### src/rtl/obi_rr_mux.sv
// Round-robin OBI multiplexer: NMASTER masters share one slave, responses routed back
// in order through a small FIFO that also limits the number of outstanding transactions.
module obi_rr_mux #(
   parameter int unsigned NMASTER         = 3,
   parameter int unsigned MAX_OUTSTANDING = 2,
   localparam int unsigned IdxW = (NMASTER > 1) ? $clog2(NMASTER) : 1,
   localparam int unsigned PtrW = (MAX_OUTSTANDING > 1) ? $clog2(MAX_OUTSTANDING) : 1,
   localparam int unsigned CntW = $clog2(MAX_OUTSTANDING + 1)
) (
   input  logic                    clk_i,
   input  logic                    rst_ni,
   input  logic [NMASTER-1:0]      master_req_i,
   input  logic [NMASTER-1:0]      master_we_i,
   input  logic [4*NMASTER-1:0]    master_be_i,
   input  logic [32*NMASTER-1:0]   master_addr_i,
   input  logic [32*NMASTER-1:0]   master_wdata_i,
   output logic [NMASTER-1:0]      master_gnt_o,
   output logic [NMASTER-1:0]      master_rvalid_o,
   output logic [32*NMASTER-1:0]   master_rdata_o,
   output logic                    slave_req_o,
   output logic                    slave_we_o,
   output logic [3:0]              slave_be_o,
   output logic [31:0]             slave_addr_o,
   output logic [31:0]             slave_wdata_o,
   input  logic                    slave_gnt_i,
   input  logic                    slave_rvalid_i,
   input  logic [31:0]             slave_rdata_i,
   output logic [CntW-1:0]         outstanding_o,
   output logic                    rsp_err_o
);

   logic [IdxW-1:0] prio_q, lock_idx_q, sel;
   logic            lock_q, any_req, full, empty, accept, pop;
   logic [31:0]     cand;
   logic [IdxW-1:0] fifo_q [MAX_OUTSTANDING];
   logic [PtrW-1:0] wptr_q, rptr_q;
   logic [CntW-1:0] count_q;

   assign full  = (count_q == CntW'(MAX_OUTSTANDING));
   assign empty = (count_q == '0);

   // A stalled request keeps the bus until accepted or withdrawn by its master.
   always_comb begin
      sel     = prio_q;
      any_req = 1'b0;
      cand    = '0;
      if (lock_q && master_req_i[lock_idx_q]) begin
         sel     = lock_idx_q;
         any_req = 1'b1;
      end else begin
         for (int unsigned i = 0; i < NMASTER; i++) begin
            cand = (32'(prio_q) + i) % NMASTER;
            if (!any_req && master_req_i[IdxW'(cand)]) begin
               any_req = 1'b1;
               sel     = IdxW'(cand);
            end
         end
      end
   end

   assign slave_req_o = rst_ni && any_req && !full;
   assign accept      = slave_req_o && slave_gnt_i;
   assign pop         = rst_ni && slave_rvalid_i && !empty;
   assign rsp_err_o   = rst_ni && slave_rvalid_i && empty;

   always_comb begin
      slave_we_o      = 1'b0;
      slave_be_o      = '0;
      slave_addr_o    = '0;
      slave_wdata_o   = '0;
      master_gnt_o    = '0;
      master_rvalid_o = '0;
      if (slave_req_o) begin
         slave_we_o    = master_we_i[sel];
         slave_be_o    = master_be_i[4*32'(sel) +: 4];
         slave_addr_o  = master_addr_i[32*32'(sel) +: 32];
         slave_wdata_o = master_wdata_i[32*32'(sel) +: 32];
         master_gnt_o[sel] = slave_gnt_i;
      end
      if (pop) begin
         master_rvalid_o[fifo_q[rptr_q]] = 1'b1;
      end
   end

   assign master_rdata_o = {NMASTER{slave_rdata_i}};
   assign outstanding_o  = count_q;

   always_ff @(posedge clk_i) begin
      if (!rst_ni) begin
         prio_q     <= '0;
         lock_q     <= 1'b0;
         lock_idx_q <= '0;
         wptr_q     <= '0;
         rptr_q     <= '0;
         count_q    <= '0;
      end else begin
         lock_q     <= slave_req_o && !slave_gnt_i;
         lock_idx_q <= sel;
         if (accept) begin
            wptr_q <= (wptr_q == PtrW'(MAX_OUTSTANDING - 1)) ? '0 : wptr_q + PtrW'(1);
            prio_q <= (sel == IdxW'(NMASTER - 1)) ? '0 : sel + IdxW'(1);
         end
         if (pop) begin
            rptr_q <= (rptr_q == PtrW'(MAX_OUTSTANDING - 1)) ? '0 : rptr_q + PtrW'(1);
         end
         unique case ({accept, pop})
            2'b10:   count_q <= count_q + CntW'(1);
            2'b01:   count_q <= count_q - CntW'(1);
            default: count_q <= count_q;
         endcase
      end
   end

   // Storage needs no reset; validity is tracked by the count and pointers.
   always_ff @(posedge clk_i) begin
      if (accept) begin
         fifo_q[wptr_q] <= sel;
      end
   end

endmodule

### config.mk
export PLATFORM = sky130hd
export DESIGN_NAME = obi_rr_mux
export DESIGN_NICKNAME = d
export VERILOG_FILES = /design/src/rtl/obi_rr_mux.sv
export SDC_FILE = /design/constraint.sdc
export NUM_CORES = 1
export LEC_CHECK = 0
export ABC_AREA = 1
export CAP_MARGIN = 10
export CORE_AREA = 2 2 164 166
export DETAILED_ROUTE_END_ITERATION = 8
export DIE_AREA = 0 0 166 168
export PLACE_DENSITY = 0.47
export SETUP_SLACK_MARGIN = 0.4
export SYNTH_ARGS = -nofsm -noshare
export SYNTH_HDL_FRONTEND = slang
export SYNTH_SLANG_ARGS = --single-unit
### constraint.sdc
create_clock -name clk_i -period 2.27 [get_ports clk_i]
set_input_delay 0.454 -clock clk_i [delete_from_list [all_inputs] [get_ports clk_i]]
set_output_delay 0.454 -clock clk_i [all_outputs]
set_load 0.1 [all_outputs]
==> metrics.txt, run 1 <==
antenna-violating nets left 0; synthesized-area fraction occupied by adder cells 0.01683; RSZ-0062 raised after global routing yes; FMAX ~320 MHz; CP Launch Type flip-flop; Nets 1,211; count of final setup violators 82; Placed Instances 1,243; Final Wtd Congestion 0.8124; critical path fanouts, max 36; Slew HR 0.7618; post-synthesis mux area share 0.002693; first-pass GRT wire length 32.45 mm; Chip Height around 170 µm; largest net degree at the start of global routing 37; Max VDD drop 0.9977 mV; max_cap viols 0; Yosys reg bits 14; Worst Tran Pin Value around 0.36 ns; final hold violations 0; Leak 4.036 nW; Wirelength per Cell ~18 µm; Seq/Total Area, Yosys 0.08617; Critical Path AT 2.67 ns; final core occ 0.3903; detailed router's first-iteration violation count 180; Tot GR Track Use 0.1471; Net Count, Synth about 950; Final period util 1.378; CP max stage cell dfxtp_4; Mapped Area 3717 µm²; area grow syn2layout 176.7%; main combinational cell family by area after synthesis simple AND/OR/NAND/NOR gates; failing checks setup timing; antenna fix cells 0; I/O pin total 421; Die X between 150 and 200 µm; share of cells above drive strength 1 0.4786; DRC Markers 0; Core ar. 26,350 µm²; number of port buffers between 200 and 300; Critical Path RT between 1.5 and 2 ns; total gr overflow 0; most frequent cells in the layout clkdlybuf4s50_1 (208), nand2_1 (149), nand3_1 (94); CP cell instances inv_4 -> ha_4 -> inv_4 -> nand2_2 -> nand3_2 -> nand2_2 -> nand2_2 -> o21ai_1 -> nor2_4 -> o21bai_4 -> buf_6 -> buf_16 -> nand2_1 -> a21oi_4 -> buf_12; Synth Warn # 0; Worst-path clk slew about 0.04 ns; clock latency on the worst-skew pair 0.24 ns; compound-gate portion of the synthesized area 0.1198; htree depth 1; crit-path most repeated cell nand2_2; initial core utilization 0.1411; fraction of the mapped netlist area in simple logic gates 0.4773; TritonCTS buffer count 3; vias in the first global route 5,578; Rows 60; CTS Hold Bufs 0; Vias roughly 5,600; WL final 23.67 mm; vias per cell 4.285; Max clock buf depth 2; post-synthesis xor/xnor area fraction 0; fin crit period 3.129 ns; hpwl dp 15.26 mm; commonest non-fill, non-tap cell in the layout clkdlybuf4s50_1; clk_skew 0.0007817 ns; non-filler cells, final around 1,300; DIE AREA 27,890 µm²; antenna violations before repair 0; Slew Viols, Final 0; kind of critical path flip-flop to output pin; synthesized instance count 695; DR pass1 iterations 5; Worst path max stage delay 0.38 ns; syn_area_per_cell 5.349 µm²; Pwr per Cell Area between 1500 and 2000 nW/µm²; Root Driver clkbuf_16; Final WS setup -0.8586 ns; min-delay worst type flip-flop to flip-flop; CP Capture Type output pin; CTS tree yes; post-synthesis cell type count 25; outcome complete, but fails checks; flop2flop setup slack -0.39 ns; CTS Sinks 14
==> cells in the mapped netlist <==
cell	instances	area (µm²)
nor4_1	1	6.260
o21ai_1	3	15.01
a21boi_0	1	7.510
nand2_2	1	6.260
clkinv_2	1	5.000
mux2i_1	1	10.01
buf_2	21	105.1
buf_4	112	840.8
dfxtp_1	10	200.2
buf_1	1	3.750
inv_1	25	93.84
edfxtp_1	4	120.1
clkbuf_1	11	41.29
o21ai_0	7	35.03
nand2_1	237	889.6
nor2_1	18	67.56
nand3_1	151	755.7
o21bai_1	1	7.510
buf_6	1	11.26
nor2_4	1	11.26
nor3_1	3	15.01
inv_2	1	3.750
nand2_4	2	22.52
ha_1	5	62.56
a21oi_1	76	380.4
==> stage by stage <==
step                hold slack, ns  setup slack, ns  instance area, µm²  setup TNS (ns)  power, mW
finish                      0.4562          -0.8586               10280          -60.02      17.71
global route                0.4808          -0.9951               10280          -72.28      18.50
CTS                         0.4485          -0.8945                9419          -61.39      16.07
detailed placement          0.4477          -0.9622                8453          -72.24      13.59
global placement            0.4354          -0.9464                8453          -71.83      13.60
floorplan                   0.4255          -0.4919                4751          -34.17      9.795
==> path summary, 6_finish.rpt <==
path                            startpoint                end  depth (start not counted)
worst min-delay path                rptr_q          flip-flop                          1
worst min register to register      rptr_q          flip-flop                          1
worst max register to register   prio_q[0]   outstanding_o[1]                         20
worst max-delay path             prio_q[0]  slave_wdata_o[30]                         15
==> final cells by class <==
cell class	count	area, µm²
fill	2678	16070
timing repair buffer	404	5304
multi-input combinational	510	3990
tap	341	426.7
sequential	14	336.6
inverter	27	148.9
clock buffer	3	75.07
clock inverter	1	3.754
==> state kept, by name, summed over array words and instances (netlist names), named ones only <==
| register | flops |
|---|---|
| fifo_q | 4 |
| lock_idx_q | 2 |
| outstanding_o | 2 |
| prio_q | 2 |
| lock_q | 1 |
| rptr_q | 1 |
| wptr_q | 1 |
==> layer usage <==
layer | global-route usage | vias to the layer above | wire length [µm]
met5 | 0 | - | 0
met4 | 0.02004 | 0 | 221
met3 | 0.03315 | 23 | 1504
met2 | 0.2674 | 213 | 12030
met1 | 0.1811 | 2610 | 9913
li1 | - | 2724 | -
==> kinds of logic (layout without fill, tap and decap cells) <==
| kind of cell | count (synthesis) | count (layout) |
|---|---|---|
| DFF | 14 | 14 |
| buffers and inverters | 173 | 435 |
| muxes | 1 | 1 |
| and+or+nand+nor | 414 | 416 |
| AOI/OAI and AO/OA | 88 | 88 |
| adders and majority gates | 5 | 5 |
==> critical path, delay by kind of cell (launching register included) <==
family,cells,cell delay (ns)
simple gates,6,0.51
compound gates,3,0.53
buf+inv,5,0.66
fa+ha+maj,1,0.31
flops,1,0.38
==> where the power goes <==
part / internal, mW / leakage, nW / switching (mW) / total [mW]
clock: 0.233 / 0.0385 / 0.0994 / 0.332
sequential: 0.318 / 0.122 / 0.0497 / 0.368
combinational: 6.95 / 3.88 / 10.1 / 17.0
==> repair_timing <==
item | 4_1_cts | 5_1_grt
endpoints found under the setup margin | 93 | 91
cloned | 11 | 13
buffers inserted | 21 | 8
pin swaps | 37 | 63
resized for setup | 113 | 140
hold endpoints to repair | 0 | 0
Note: power is estimated with default switching activity, not from simulation.
==> run 2: changes to the inputs <==
Settings changed: PLACE_DENSITY 0.47 to default, PLACE_DENSITY_LB_ADDON from default to 0.15.
==> run 2 against run 1 <==
Against the previous run:
- via count rose by 1.1%
- first-iteration DRC count rose by 0.56%
- the flow still finishes with violations (setup timing)
- critical path depth rose by 2
- register-to-register slack improved by 0.09 ns
- maximum frequency rose by 0.44%
- critical endpoint is now slave_wdata_o[26]
- clock skew rose by 0.00084 ns
- sequential cell count did not move
- non-clock buffer count rose by 20
- clock-buffer cell count rose by 1
- sequential share of layout area fell by 0.14 points
==> metrics.txt, run 2 (same netlist as run 1, synthesis figures left out) <==
antenna fix cells 0 (unchanged); Max clock buf depth 2 (unchanged); design area 10,750 µm² (was 10,280 µm²); CP Capture Type output pin (unchanged); Leak 4.297 nW (was 4.036 nW); WL final 26.04 mm (was 23.67 mm); initial core utilization 0.1411 (unchanged); FMAX 321.0 MHz (was 319.6 MHz); non-filler cells, final 1,318 (was 1,300); fin crit period 3.115 ns (was 3.129 ns); TritonCTS buffer count 3 (unchanged); failing checks setup timing (unchanged); reg2reg start prio_q[0] (unchanged); I/O pin total 421 (unchanged); outcome complete, but fails checks (unchanged); critical path fanouts, max 6 (was 36); first-pass GRT wire length 36.56 mm (was 32.45 mm); antenna violations before repair 0 (unchanged); crit path to slave_wdata_o[26] (was slave_wdata_o[30]); worst reg2reg path depth 21 (was 20); Worst Tran Pin Value 0.2577 ns (was 0.3573 ns); htree depth 1 (unchanged); kind of critical path flip-flop to output pin (unchanged); DR pass1 iterations 4 (was 5); area grow syn2layout 189.2% (was 176.7%); commonest non-fill, non-tap cell in the layout clkdlybuf4s50_1 (unchanged); CP max stage cell dfxtp_4 (unchanged); critical path depth in cells 17 (was 15); crit-path most repeated cell nand2_4 (was nand2_2); Final WS setup -0.8449 ns (was -0.8586 ns); Root Driver clkbuf_16 (unchanged); # fillers 2,626 (was 2,678); Worst-path clk slew 0.05 ns (was 0.04 ns); detailed router's first-iteration violation count 181 (was 180); Pwr per Cell Area 1765 nW/µm² (was 1722 nW/µm²); CTS Hold Bufs 0 (unchanged); DRC Markers 0 (unchanged); final hold violations 0 (unchanged); crit-path leading delay family buffers and inverters (unchanged); max FFs per register 4 (unchanged); CP cell instances inv_4 -> ha_4 -> inv_4 -> nand2_2 -> nand3_2 -> nand2_4 -> nand2_4 -> o21ai_2 -> nor2_2 -> buf_4 -> o21bai_4 -> buf_6 -> buf_12 -> buf_16 -> nand2_4 -> a21oi_4 -> buf_12 (was inv_4 -> ha_4 -> inv_4 -> nand2_2 -> nand3_2 -> nand2_2 -> nand2_2 -> o21ai_1 -> nor2_4 -> o21bai_4 -> buf_6 -> buf_16 -> nand2_1 -> a21oi_4 -> buf_12); DIE AREA 27,890 µm² (unchanged); clock latency on the worst-skew pair 0.24 ns (about the same); GR Layer Usage met3 0.03150 (was 0.03315); Tot GR Track Use 0.1710 (was 0.1471); antenna-violating nets left 0 (unchanged); Final Wtd Congestion 0.7605 (was 0.8124); largest net degree at the start of global routing 29 (was 37); Wirelength per Cell 19.76 µm (was 18.21 µm); Critical Path Start prio_q[0] (unchanged); Reg with most FFs fifo_q (unchanged); Final period util 1.372 (was 1.378); min-delay worst type flip-flop to flip-flop (unchanged); Rows 60 (unchanged); most frequent cells in the layout clkdlybuf4s50_1 (208), nand2_1 (140), nand3_1 (110) (was clkdlybuf4s50_1 (208), nand2_1 (149), nand3_1 (94)); Die X 166 µm (unchanged); Core ar. 26,350 µm² (unchanged); CTS tree yes (unchanged); CP bufs+invs 7 (was 5); vias in the first global route 5,786 (was 5,578); Placed Instances 1,237 (was 1,243); CP Launch Type flip-flop (unchanged); Worst path max stage delay 0.36 ns (was 0.38 ns); number of port buffers 292 (unchanged); RSZ-0062 raised after global routing yes (unchanged); total gr overflow 0 (unchanged); hpwl dp 15.73 mm (was 15.26 mm); count of final setup violators 84 (was 82); vias per cell 4.273 (was 4.285); met1 GRT Util 0.2171 (was 0.1811); GRT met2 Usage 0.3090 (was 0.2674); Vias 5,632 (was 5,570); Slew Viols, Final 0 (unchanged); GRT busiest layer met2 (unchanged); clk_skew 0.001620 ns (was 0.0007817 ns); share of cells above drive strength 1 0.4893 (was 0.4786); Chip Height 168 µm (unchanged); worst reg2reg endpoint outstanding_o[1] (unchanged); post-place instance area 8478 µm² (was 8453 µm²); Max VDD drop 0.7938 mV (was 0.9977 mV); max_cap viols 0 (unchanged); Critical Path AT 2.66 ns (was 2.67 ns); Nets 1,229 (was 1,211); CTS Sinks 14 (unchanged); Slew HR 0.8269 (was 0.7618); flop2flop setup slack -0.30 ns (was -0.39 ns); Critical Path RT 1.82 ns (about the same)
-- run 2: through the flow --
step / setup TNS, ns / setup slack [ns] / total power, mW / util / hold WS [ns]
2_1_floorplan: -34.17 / -0.4919 / 9.795 / - / 0.4255
3_3_place_gp: -65.80 / -0.9628 / 13.51 / 0.3217 / 0.4358
3_5_place_dp: -67.37 / -0.9847 / 13.50 / 0.3217 / 0.4432
4_1_cts: -58.21 / -0.8391 / 18.03 / 0.3862 / 0.4450
5_1_grt: -70.58 / -0.9860 / 19.76 / 0.4080 / 0.4668
6_report: -58.46 / -0.8449 / 18.98 / 0.4080 / 0.4473
-- run 2: area by class of cell --
cell class                      count  area, µm²  share of cell area
Timing Repair Buffer              424       5841              0.5432
Multi-Input combinational cell    508       3934              0.3659
Tap cell                          341      426.7             0.03968
Sequential cell                    14      336.6             0.03130
Inverter                           27      135.1             0.01257
Clock buffer                        4      78.83            0.007332
-- run 2: power by group --
group / leakage (nW) / switching (mW) / total (mW) / internal (mW)
sequential: 0.122 / 0.0447 / 0.363 / 0.318
clock: 0.0382 / 0.0990 / 0.336 / 0.237
combinational: 4.14 / 10.5 / 18.3 / 7.78
-- run 2: how the worst min path moves through the flow --
stage | startpoint | depth (start not counted) | slack (ns) | to
final | rptr_q | 1 | 0.45 | flip-flop
after global routing | rptr_q | 1 | 0.47 | flip-flop
after CTS | rptr_q | 1 | 0.45 | flip-flop
after detailed placement | rptr_q | 1 | 0.44 | flip-flop
after global placement | rptr_q | 1 | 0.44 | rptr_q
after floorplan | rptr_q | 1 | 0.43 | flip-flop
-- run 2: worst reg2reg max path, delay by kind of cell, from the launching register on --
kind | cells | cell delay, ns
flops | 1 | 0.36
simple gates | 10 | 0.92
compound gates | 2 | 0.18
buf+inv | 7 | 0.57
fa+ha+maj | 2 | 0.46
-- run 2: metal layers --
layer  wire length (µm)  part of all wire  vias up
met1              11320              0.43     2670
met4                185            0.0071        0
met2              13190              0.51      188
met3               1345             0.052       19
li1                   -                 -     2755
met5                  0                 0        -
-- run 2: timing repair --
item | in CTS | in global routing
setup endpoints to repair | 93 | 93
resized for setup | 186 | 66
buffers inserted | 32 | 13
pin swaps | 55 | 48
gates cloned | 24 | 8
==> run 3: changes to the inputs <==
Settings changed: CORE_AREA 2 2 164 166 to 2 2 165 167, CTS_BUF_LIST from default to sky130_fd_sc_hd__clkbuf_4, DIE_AREA 0 0 166 168 to 0 0 167 169.
Clock period 2.27 ns to 2.9 ns, I/O delays scaled along.
==> run 3 against run 2 <==
Against the previous run:
- the flow still finishes with violations (setup timing)
- first-iteration DRC count rose by 7.2%
- combinational power fell by 27%
- clock-buffer cell count down 1
- highest routed layer unchanged
==> metrics.txt, run 3 (same netlist as run 1, synthesis figures left out) <==
clock power share 0.008 (was 0.018); I/O pin total 421 (unchanged); Min-Delay Path Depth 1 (unchanged); CP Launch Type flip-flop (unchanged); setup TNS -28.00 ns (was -58.46 ns); Chip Height 169 µm (was 168 µm); Placement Setup Slack -0.5605 ns (was -0.9847 ns); Net Switching 7.988 mW (was 10.64 mW); final hold violations 0 (unchanged); reg2reg start prio_q[0] (unchanged); Power Internal 5.788 mW (was 8.334 mW); commonest non-fill, non-tap cell in the layout clkdlybuf4s50_1 (unchanged); GR Layer Usage met3 0.03320 (was 0.03150); Final Wtd Congestion 0.8132 (was 0.7605); Leak 4.068 nW (was 4.297 nW); failing checks setup timing (unchanged); Final period util 1.149; Max clock buf depth 2 (unchanged); clock latency on the worst-skew pair 0.27 ns (was 0.24 ns); min-delay worst type flip-flop to flip-flop (unchanged); Comb pwr share 0.971 (was 0.963); largest net degree at the start of global routing 31 (was 29); Worst path max stage delay 0.40 ns (was 0.36 ns); Worst Tran Pin Value 0.4552 ns (was 0.2577 ns); share of cells above drive strength 1 0.5094 (was 0.4893); Slew Viols, Final 0 (unchanged); GRT met2 Usage 0.2924 (was 0.3090); most frequent cells in the layout clkdlybuf4s50_1 (209), nand2_1 (132), buf_12 (108) (was clkdlybuf4s50_1 (208), nand2_1 (140), nand3_1 (110)); fin crit period 3.332 ns; met1 GRT Util 0.1760 (was 0.2171); non-filler cells, final 1,304 (was 1,318); critical path fanouts, max 6 (unchanged); worst reg2reg path depth 22 (was 21); Slew HR 0.6933 (was 0.8269); DRC Markers 0 (unchanged); hold_sp rptr_q (unchanged); Tot GR Track Use 0.1535 (was 0.1710); Reg with most FFs fifo_q (unchanged); vias in the first global route 5,629 (was 5,786); detailed router's first-iteration violation count 194 (was 181); crit-path most repeated cell nand2_2 (was nand2_4); vias per cell 4.210 (was 4.273); Pwr per Cell Area 1331 nW/µm² (was 1765 nW/µm²); CP max stage cell dfxtp_4 (unchanged); Hold EP rptr_q; total gr overflow 0 (unchanged); Rows 60 (unchanged); Max VDD drop 0.7434 mV (was 0.7938 mV); Critical Path AT 2.75 ns (was 2.66 ns); GRT busiest layer met2 (unchanged); initial core utilization 0.1403 (was 0.1411); first-pass GRT wire length 33.76 mm (was 36.56 mm); clk_skew 0.0009585 ns (was 0.001620 ns); antenna violations before repair 1 (was 0); kind of critical path flip-flop to output pin (unchanged); area grow syn2layout 178.5% (was 189.2%); DR pass1 iterations 4 (unchanged); Vias 5,490 (was 5,632); CTS Hold Bufs 0 (unchanged); Sw Share 0.5799 (was 0.5608); Worst-path clk slew 0.08 ns (was 0.05 ns); FMAX 300.1 MHz; outcome complete, but fails checks (unchanged); Flop pwr share 0.020 (was 0.019); Wirelength per Cell 19.19 µm (was 19.76 µm); hpwl dp 17.17 mm (was 15.73 mm); RSZ-0062 raised after global routing yes (unchanged); Critical Path RT 2.32 ns (was 1.82 ns); CTS Sinks 14 (unchanged); Final WS setup -0.4318 ns (was -0.8449 ns); worst reg2reg endpoint outstanding_o[1] (unchanged); Root Driver clkbuf_4 (was clkbuf_16); WL final 25.02 mm (was 26.04 mm); htree depth 1 (unchanged); Placed Instances 1,256 (was 1,237); antenna-violating nets left 0 (unchanged); Core ar. 26,500 µm² (was 26,350 µm²); count of final setup violators 73 (was 84); flop2flop setup slack 0.15 ns (was -0.30 ns); CP cell instances inv_4 -> ha_4 -> inv_4 -> nand2_2 -> nand3_2 -> nand2_4 -> nand3_4 -> nor2_4 -> nor2_4 -> nand2_4 -> buf_12 -> clkbuf_16 -> clkbuf_16 -> nand3_2 -> nand2_2 -> nand2_2 -> a21oi_4 -> buf_12 (was inv_4 -> ha_4 -> inv_4 -> nand2_2 -> nand3_2 -> nand2_4 -> nand2_4 -> o21ai_2 -> nor2_2 -> buf_4 -> o21bai_4 -> buf_6 -> buf_12 -> buf_16 -> nand2_4 -> a21oi_4 -> buf_12); Nets 1,214 (was 1,229); DIE AREA 28,220 µm² (was 27,890 µm²); max FFs per register 4 (unchanged); Die X 167 µm (was 166 µm); number of port buffers 292 (unchanged); TritonCTS buffer count 3 (unchanged); CTS tree yes (unchanged); max_cap viols 0 (unchanged); CP Capture Type output pin (unchanged)
## run 3: stage by stage
stage | cell area, µm² | hold slack (ns) | total power [mW] | util
after detailed placement | 8617 | 0.4443 | 10.89 | 0.3252
after global placement | 8617 | 0.4409 | 10.93 | 0.3252
after floorplan | 4678 | 0.4255 | 7.597 | -
final | 10350 | 0.4526 | 13.78 | 0.3906
after global routing | 10350 | 0.4665 | 14.38 | 0.3906
after CTS | 9495 | 0.4567 | 12.62 | 0.3583
## run 3: worst max path at each step
stage	slack, ns	cells past startpoint	start	to
global placement	-0.62	14	master_req_i[1]	slave_wdata_o[4]
global route	-0.59	18	prio_q[0]	slave_wdata_o[18]
CTS	-0.36	16	prio_q[1]	slave_addr_o[25]
finish	-0.43	18	prio_q[0]	slave_addr_o[2]
floorplan	0.01	12	prio_q[0]	master_gnt_o[2]
detailed placement	-0.56	14	master_req_i[1]	slave_wdata_o[4]
## run 3: final cells by class
type                            instances  area, µm²
Antenna cell                            1      2.502
Clock buffer                            3      22.52
Clock inverter                          1      3.754
Fill cell                            2675      16150
Inverter                               27      130.1
Multi-Input combinational cell        508       3970
Sequential cell                        14      330.3
Tap cell                              341      426.7
Timing Repair Buffer                  408       5456
Timing Repair inverter                  1      8.758
## run 3: routing by layer
metal	up-vias	routed length (µm)
li1	2725	-
met3	32	1617
met2	210	12920
met1	2523	9982
met5	-	0
met4	0	500
## run 3: what timing repair did
| item | CTS | global route |
|---|---|---|
| setup buffers | 16 | 5 |
| endpoints found under the setup margin | 84 | 82 |
| gates cloned | 11 | 11 |
| resized for setup | 113 | 150 |
| pin swaps | 31 | 93 |
## run 3: critical path: cells and delay by family, from the launching register on
family | cells | cell delay, ns
adder cells (fa/ha/maj) | 1 | 0.31
flip-flops | 1 | 0.40
AND/OR/NAND/NOR | 10 | 0.86
AO/OA/AOI/OAI | 1 | 0.17
buffers and inverters | 6 | 0.72
## run 3: power by group through the flow
stage | logic (mW) | clock network [mW] | registers (mW)
floorplan | 7.30 | 0 | 0.301
global placement | 10.6 | 0 | 0.283
detailed placement | 10.6 | 0 | 0.284
CTS | 12.2 | 0.117 | 0.281
global route | 14.0 | 0.126 | 0.289
finish | 13.4 | 0.111 | 0.282
